`config.mk`:
```
export PLATFORM = sky130hd
export DESIGN_NAME = flux_fifo_bank
export DESIGN_NICKNAME = d
export VERILOG_FILES = /design/src/rtl/flux_fifo_bank.sv
export SDC_FILE = /design/constraint.sdc
export NUM_CORES = 1
export LEC_CHECK = 0
export ABC_AREA = 1
export CORE_MARGIN = 1
export CORE_UTILIZATION = 51
export DETAILED_ROUTE_END_ITERATION = 10
export PLACE_DENSITY = 0.86
export SYNTH_ARGS = -nofsm -noshare
export SYNTH_HDL_FRONTEND = slang
export SYNTH_SLANG_ARGS = --single-unit
```
`constraint.sdc`:
```
create_clock -name clk -period 1.5 [get_ports clk]
set_input_delay 0.3 -clock clk [delete_from_list [all_inputs] [get_ports clk]]
set_output_delay 0.3 -clock clk [all_outputs]
set_load 0.02 [all_outputs]
```
`src/rtl/flux_fifo_bank.sv`:
```
// flux_fifo_bank: a bank of FLUX independent first-word-fall-through FIFOs.
// Each incoming token is routed to a lane by its tag field, and the lanes
// drain independently of each other.
//
// Parameters:
//   DATA_WIDTH  payload bits per token
//   FLUX        number of lanes (2..16); tag width TW = $clog2(FLUX)
//   DEPTH       entries per lane (power of two, >= 2)
//
// Ports:
//   clk    in   single clock, rising edge
//   rst    in   synchronous active-high reset (clears pointers and counts)
//   din    in   token {tag[TW-1:0], payload[DATA_WIDTH-1:0]}
//   write  in   push din into the lane named by its tag
//   full   out  bit i: lane i holds DEPTH entries
//   dout   out  lane i head token (tag kept) in slice i of width DATA_WIDTH+TW
//   read   in   bit i: pop the head of lane i
//   empty  out  bit i: lane i holds no entries
//   err    out  (only when FLUX_FIFO_ERR_EN is defined) sticky error flags:
//               err[0] = a write was dropped, err[1] = a read hit an empty lane
//
// Optional feature macro: FLUX_FIFO_ERR_EN

module flux_fifo_bank #(
    parameter int DATA_WIDTH = 8,
    parameter int FLUX       = 2,
    parameter int DEPTH      = 4,
    localparam int TW        = $clog2(FLUX),
    localparam int W         = DATA_WIDTH + TW
) (
    input  logic              clk,
    input  logic              rst,
    input  logic [W-1:0]      din,
    input  logic              write,
    output logic [FLUX-1:0]   full,
    output logic [W*FLUX-1:0] dout,
    input  logic [FLUX-1:0]   read,
    output logic [FLUX-1:0]   empty
`ifdef FLUX_FIFO_ERR_EN
    ,
    output logic [1:0]        err
`endif
);

    localparam int PW = $clog2(DEPTH);
    localparam int CW = $clog2(DEPTH) + 1;

    logic [TW-1:0]   tag;
    logic [FLUX-1:0] push;
    logic [FLUX-1:0] pop;

    assign tag = din[W-1:DATA_WIDTH];

    for (genvar i = 0; i < FLUX; i++) begin : g_lane
        logic [W-1:0]  mem [DEPTH];
        logic [PW-1:0] wptr;
        logic [PW-1:0] rptr;
        logic [CW-1:0] cnt;

        // Acceptance is judged on the registered count only, so a pop in the
        // same cycle never makes room for a write to a full lane, and a push
        // in the same cycle never makes a read of an empty lane legal.
        assign push[i]  = write && (int'(tag) == i) && !full[i];
        assign pop[i]   = read[i] && !empty[i];

        assign full[i]  = (cnt == CW'(DEPTH));
        assign empty[i] = (cnt == '0);

        // First-word-fall-through: the head entry is always on the output.
        assign dout[i*W +: W] = mem[rptr];

        // Pointers wrap naturally because DEPTH is a power of two.
        always_ff @(posedge clk) begin
            if (rst) begin
                wptr <= '0;
                rptr <= '0;
                cnt  <= '0;
            end else begin
                if (push[i]) wptr <= wptr + 1'b1;
                if (pop[i])  rptr <= rptr + 1'b1;
                case ({push[i], pop[i]})
                    2'b10:   cnt <= cnt + 1'b1;
                    2'b01:   cnt <= cnt - 1'b1;
                    default: cnt <= cnt;
                endcase
            end
        end

        // Storage is not reset; a stray write during reset is unreachable
        // once the pointers and count have cleared.
        always_ff @(posedge clk) begin
            if (push[i]) mem[wptr] <= din;
        end
    end

`ifdef FLUX_FIFO_ERR_EN
    logic drop;
    logic bad_rd;

    always_comb begin
        // Tags beyond the last lane only exist for non-power-of-two FLUX.
        drop = write && (int'(tag) >= FLUX);
        for (int k = 0; k < FLUX; k++) begin
            if (write && (int'(tag) == k) && full[k]) drop = 1'b1;
        end
        bad_rd = |(read & empty);
    end

    always_ff @(posedge clk) begin
        if (rst) err <= 2'b00;
        else     err <= err | {bad_rd, drop};
    end
`endif

endmodule

```
==> results of run 1 <==
[power by group]
part           internal (mW)  total (mW)  switching [mW]
Sequential              2.92        3.12           0.205
Clock                  0.594        1.41           0.820
Combinational           1.75        3.57            1.81
Total                   5.27        8.10            2.84
[layout make-up]
type / count / area share
clock buffers: 9 / 0.0242
clock inverters: 6 / 0.00854
inverters: 41 / 0.0354
multi-input cells: 178 / 0.232
flip-flops and latches: 90 / 0.496
well taps: 96 / 0.0234
repair buffers: 104 / 0.181
[state kept, by name (all words and copies together) (netlist names), named ones only]
name and flops:
g_lane.cnt 6, g_lane.mem 72, g_lane.rptr 4, g_lane.wptr 4
[per-stage QoR]
stage | std cells | worst slack [ns] | utilization | area (µm²)
2_1_floorplan | 315 | -0.0295 | - | 3740
3_3_place_gp | 477 | -0.406 | 0.643 | 4440
3_5_place_dp | 477 | -0.473 | 0.643 | 4440
4_1_cts | 514 | -0.186 | 0.701 | 4840
5_1_grt | 524 | -0.274 | 0.743 | 5130
6_report | 524 | -0.205 | 0.743 | 5130
[cell families after synthesis]
logic type,Yosys count
DFF,90
buffers and inverters,47
AOI/OAI and AO/OA,68
adders and majority gates,12
and+or+nand+nor,98
[what timing repair did]
item,CTS,global route
setup endpoints to repair,26,75
cloned,1,4
gates resized for setup,168,66
pin swaps,27,26
buffers inserted,21,7
[per-layer routing]
layer,part of all wire,routed length [µm],vias up
met2,0.54,4550,88
met1,0.38,3210,1289
met3,0.054,456,14
met5,0,0,-
met4,0.018,153,0
li1,-,-,1299
[worst paths after layout]
kind / from / to / slack, ns / cells past startpoint
min reg2reg: g_lane[0].wptr[0] / g_lane[0].wptr[0] / 0.52 / 2
min: g_lane[0].wptr[0] / g_lane[0].wptr[0] / 0.52 / 2
max reg2reg: g_lane[1].cnt[2] / flip-flop / -0.16 / 12
max: flip-flop / dout[1] / -0.21 / 4
[cells in the final DEF (no fill, tap or decap), types with 11 or more instances in the layout]
master	Yosys	final
o21ai_2	0	13
inv_1	34	27
buf_4	2	68
edfxtp_1	72	72
o22ai_1	18	12
nor2_1	52	46
o21ai_1	4	13
clkdlybuf4s50_1	0	11
buf_6	4	20
o21ai_0	36	12
nand2_1	24	19
[worst max-delay path, cell delays in order (launching register included)]
cell	delay [ns]
dfxtp_4	0.37
buf_12	0.14
o21ai_0	0.26
o22ai_2	0.13
buf_4	0.17
==> summary.txt, run 1 <==
Placed design
  – Buffers added on ports: 35
  – GP Congestion: approximately 0.75
  – Post-DP HPWL: between 4000 and 5000 µm

Timing
  – Post-route minimum period: about 1.7 ns
  – Slew Limit Fails: 0
  – Slew @ Worst Pin: 0.333 ns
  – Setup violators final: 25
  – RSZ-0062 raised after global routing: yes
  – Fin Setup TNS: -3.32 ns
  – Hold_ws: 0.515 ns
  – Clk_skew: slightly above 0.008 ns
  – Max-slew headroom: 0.777
  – FMAX: ~0.59 GHz
  – Final hold vios: 0
  – Final period utilization: 1.14
  – Final WS setup: -0.205 ns

Final layout
  – Ratio of cells with drive above 1 in the final layout: 0.428
  – Fillers: around 470
  – Final-stage net count: 450
  – Ant diodes: 0
  – Area of the multi-input gates: ~0.0012 mm²
  – Synthesis-to-layout area growth: 38.4%
  – Register area: between 0.002 and 0.003 mm²

Synth
  – Top-area cell type share of the netlist area: 0.584
  – Top post-synthesis cells by area: edfxtp_1 (58%), dfxtp_1 (9.7%), nor2_1 (5.3%)
  – Largest family of logic cells by synthesized area: simple AND/OR/NAND/NOR gates
  – Cell variety after synth: 20
  – Async S/R FF share, synth: 0
  – Dominant cell type by area after synthesis: edfxtp_1
  – XOR/XNOR Fraction of Synth Area: 0
  – Synth Area in Compound Gates: 0.0979
  – Post-Synth Adder-Cell Area: 0.0446
  – Post-synthesis cell count: between 300 and 400
  – Top-count cell post-synth: edfxtp_1
  – Commonest cells post-synth: edfxtp_1 (72), nor2_1 (52), o21ai_0 (36)
  – Synth warn: 0
  – Sequential area share after synthesis: 0.681
  – Yosys reg bits: 90
  – Netlist Area Pre-Place: between 0.003 and 0.004 mm²
  – Post-synth top flop: edfxtp_1
  – Syn Nets: approximately 340
  – Post-synth EDFFs: 72
  – Mux share of post-synthesis cell area: 0
  – Simple-gate portion of the synthesized area: 0.118
  – Syn Area/Cell: 11.8 µm²

Route
  – Vias per cell: 5.13
  – WL per Instance: roughly 16 µm
  – Final WL: about 8400 µm
  – Post-route ant nets: 0
  – Via count: ~2700
  – 1st-pass router iterations: 5
  – Initial drt markers: between 150 and 200
  – Residual DRC: 0

Global routing
  – GRT overflow: 0
  – Vias in the first global route: roughly 2600
  – Initial antenna violation count: 0
  – First-pass GRT wire length: 11600 µm
  – Largest net degree at the start of global routing: 19
  – GRT Util Overall: 0.212
  – GR met3 Demand/Resource: 0.0531
  – GRT met1 Usage: 0.246
  – Most Used Layer, Global Route: met2
  – Met2 Track Usage GR: 0.366

Clock network
  – CTS root buffer: clkbuf_8
  – Clock tree buffer depth: 2
  – Cts bufs inserted: 9
  – H-tree Lvls: 3
  – Hold buffers post-CTS: 0
  – Worst-path clk slew: 0.08 ns
  – Clk_lat worst skew: 0.35 ns
  – CTS tree: done
  – Clock Sinks: 90

Flow run
  – Maxcap violations: 0

Die
  – IO Pins: 36
  – Die W: between 80 and 90 µm
  – # rows: 30
  – Initial Utilization: 0.536
  – Die Footprint: approximately 0.0076 mm²
  – Core area: slightly below 0.007 mm²
  – Die height: 87.2 µm

Status
  – Failing checks: setup timing
  – Status: finished with violations

Pwr
  – Pwr/cell area: about 1600 mW/mm²
  – Leak: ~2.0 nW
  – Final Power: slightly above 8 mW
  – Max rail drop VDD: between 1 and 1.5 mV

Setup path
  – Crit path capture type: output port
  – CP Class: flip-flop to output port
  – Crit-path max FO: 6
  – Critical Path RT: approximately 1.2 ns
  – CP Launch Type: flip-flop
  – Worst Path Arrival: 1.41 ns

Min path
  – Hold/Removal Path Class: flip-flop to flip-flop
Power figures use the tool's default switching activity.
==> run 2, diff against run 1 <==
CAP_MARGIN = 20   (was not set)
==> results of run 2 <==
Final layout, timing and power as in run 1 (identical DEF).
==> run 3, diff against run 2 <==
HOLD_SLACK_MARGIN = 0.08   (was not set)
PLACE_DENSITY = 0.84   (was 0.86)
==> summary.txt, run 3 (synthesis results as in run 1) <==
Setup path
  – CP Class: flip-flop to output port (unchanged)
  – CP Launch Type: flip-flop (unchanged)
  – Slowest cell on crit path: dfxtp_2 (was dfxtp_4)
  – Crit-path max FO: 7 (was 6)
  – Critical Path RT: 1.20 ns (about the same)
  – Crit path capture type: output port (unchanged)
  – Max incr delay on CP: 0.35 ns (was 0.37 ns)
  – R2R depth: 12 (unchanged)
  – Worst reg2reg startpoint: g_lane[1].cnt[1] (was g_lane[1].cnt[2])
  – Worst-path cell chain: buf_12, buf_6, o21ai_2, o22ai_2, buf_4 (was buf_12, o21ai_0, o22ai_2, buf_4)
  – Worst Path Arrival: 1.36 ns (was 1.41 ns)

Global routing
  – First-pass GRT wire length: 12000 µm (was 11600 µm)
  – Met2 Track Usage GR: 0.387 (was 0.366)
  – GR met3 Demand/Resource: 0.0360 (was 0.0531)
  – Largest net degree at the start of global routing: 19 (unchanged)
  – Most Used Layer, Global Route: met2 (unchanged)
  – GRT Util Overall: 0.218 (was 0.212)
  – GRT overflow: 0 (unchanged)
  – GRT met1 Usage: 0.245 (was 0.246)
  – Vias in the first global route: 2653 (was 2550)
  – Initial antenna violation count: 0 (unchanged)

Die
  – Die Footprint: 0.00761 mm² (unchanged)
  – IO Pins: 36 (unchanged)
  – # rows: 30 (unchanged)
  – Die height: 87.2 µm (unchanged)
  – Initial Utilization: 0.536 (unchanged)
  – Die W: 87.2 µm (unchanged)
  – Core area: 0.00691 mm² (unchanged)

Final layout
  – Biggest regs: g_lane.mem (72), g_lane.cnt (6) (unchanged)
  – Synthesis-to-layout area growth: 35.8% (was 38.4%)
  – Finished Core Util: 0.728 (was 0.743)
  – Ant diodes: 0 (unchanged)
  – Register area: 0.00255 mm² (was 0.00254 mm²)
  – Ratio of cells with drive above 1 in the final layout: 0.400 (was 0.428)
  – Commonest non-fill, non-tap cell in the layout: edfxtp_1 (unchanged)
  – Fillers: 465 (was 471)
  – Biggest register: g_lane.mem (unchanged)
  – Post-Layout Cell Count: 508 (was 524)
  – Area of the multi-input gates: 0.00118 mm² (was 0.00119 mm²)
  – Max reg flops: 72 (unchanged)
  – Final-stage net count: 435 (was 450)
  – Most frequent cells in the layout: edfxtp_1 (72), buf_4 (51), nor2_1 (46) (was edfxtp_1 (72), buf_4 (68), nor2_1 (46))

Placed design
  – Post-DP HPWL: 4700 µm (was 4600 µm)
  – Post-placement cell count: 475 (was 477)
  – GP Congestion: 0.757 (was 0.746)
  – Buffers added on ports: 35 (unchanged)

Route
  – Post-route ant nets: 0 (unchanged)
  – 1st-pass router iterations: 4 (was 5)
  – WL per Instance: 15.4 µm (was 16.0 µm)
  – Vias per cell: 5.08 (was 5.13)
  – Residual DRC: 0 (unchanged)
  – Final WL: 7830 µm (was 8380 µm)
  – Initial drt markers: 164 (was 196)
  – Via count: 2583 (was 2690)

Pwr
  – Max rail drop VDD: 1.43 mV (was 1.13 mV)
  – Final Power: 8.03 mW (was 8.10 mW)
  – Leak: 1.94 nW (was 2.00 nW)
  – Pwr/cell area: 1600 mW/mm² (was 1580 mW/mm²)

Timing
  – Max-slew headroom: 0.782 (was 0.777)
  – Final WS setup: -0.162 ns (was -0.205 ns)
  – Final hold vios: 0 (unchanged)
  – Slew Limit Fails: 0 (unchanged)
  – Fin Setup TNS: -2.37 ns (was -3.32 ns)
  – Clk_skew: 0.00896 ns (was 0.00824 ns)
  – RSZ-0062 raised after global routing: yes (unchanged)
  – Final period utilization: 1.11 (was 1.14)
  – Slew @ Worst Pin: 0.325 ns (was 0.333 ns)
  – Setup violators final: 23 (was 25)
  – Hold_ws: 0.507 ns (was 0.515 ns)
  – Post-route minimum period: 1.66 ns (was 1.71 ns)
  – FMAX: 0.602 GHz (was 0.586 GHz)

Min path
  – Worst Min Path Start: g_lane[1].wptr[1] (was g_lane[0].wptr[0])
  – Hold/Removal Path Class: flip-flop to flip-flop (unchanged)
  – Hold Crit Depth: 2 (unchanged)

Flow run
  – Maxcap violations: 0 (unchanged)

Clock network
  – CTS tree: done (unchanged)
  – Clock Sinks: 90 (unchanged)
  – Clock tree buffer depth: 2 (unchanged)
  – Worst-path clk slew: 0.07 ns (was 0.08 ns)
  – CTS root buffer: clkbuf_8 (unchanged)
  – Cts bufs inserted: 9 (unchanged)
  – Clk_lat worst skew: 0.34 ns (was 0.35 ns)
  – H-tree Lvls: 3 (unchanged)

Status
  – Failing checks: setup timing (unchanged)
  – Status: finished with violations (unchanged)
## run 3: through the flow
step / setup slack, ns / area [µm²]
after floorplan: -0.0295 / 3740
after global placement: -0.408 / 4440
after detailed placement: -0.474 / 4440
after CTS: -0.177 / 4830
after global routing: -0.228 / 5030
final: -0.162 / 5030
## run 3: routing by layer
layer / part of all wire / up-vias
met4: 0.020 / 0
li1: - / 1267
met2: 0.56 / 57
met1: 0.39 / 1244
met3: 0.031 / 15
met5: 0 / -
## run 3: area by class of cell
class	instances	area share
flip-flops and latches	90	0.506
multi-input cells	178	0.235
repair buffers	89	0.165
inverters	41	0.0356
clock buffers	10	0.0254
well taps	96	0.0239
clock inverters	4	0.00895
## run 3: power by group
group	internal (mW)	switching [mW]	total, mW
Combinational	1.67	1.77	3.43
Sequential	2.92	0.181	3.10
Clock	0.744	0.752	1.50
## run 3: worst paths after layout
path	end	slack (ns)
worst max register to register	g_lane[1].cnt[2]	-0.12
worst max-delay path	dout[14]	-0.16
worst min-delay path	g_lane[1].wptr[1]	0.51
worst min register to register	g_lane[1].wptr[1]	0.51
## run 3: what timing repair did
item / in CTS / in global routing
cloned: 1 / 0
setup buffers: 12 / 6
pin swaps: 27 / 20
setup endpoints to repair: 32 / 25
resized for setup: 181 / 51
hold buffers: 0 / 0
## run 3: worst max-delay path: cells and delay by family, from the launching register on
kind,cells,cell delay [ns]
buf+inv,3,0.43
flops,1,0.35
compound gates,2,0.25
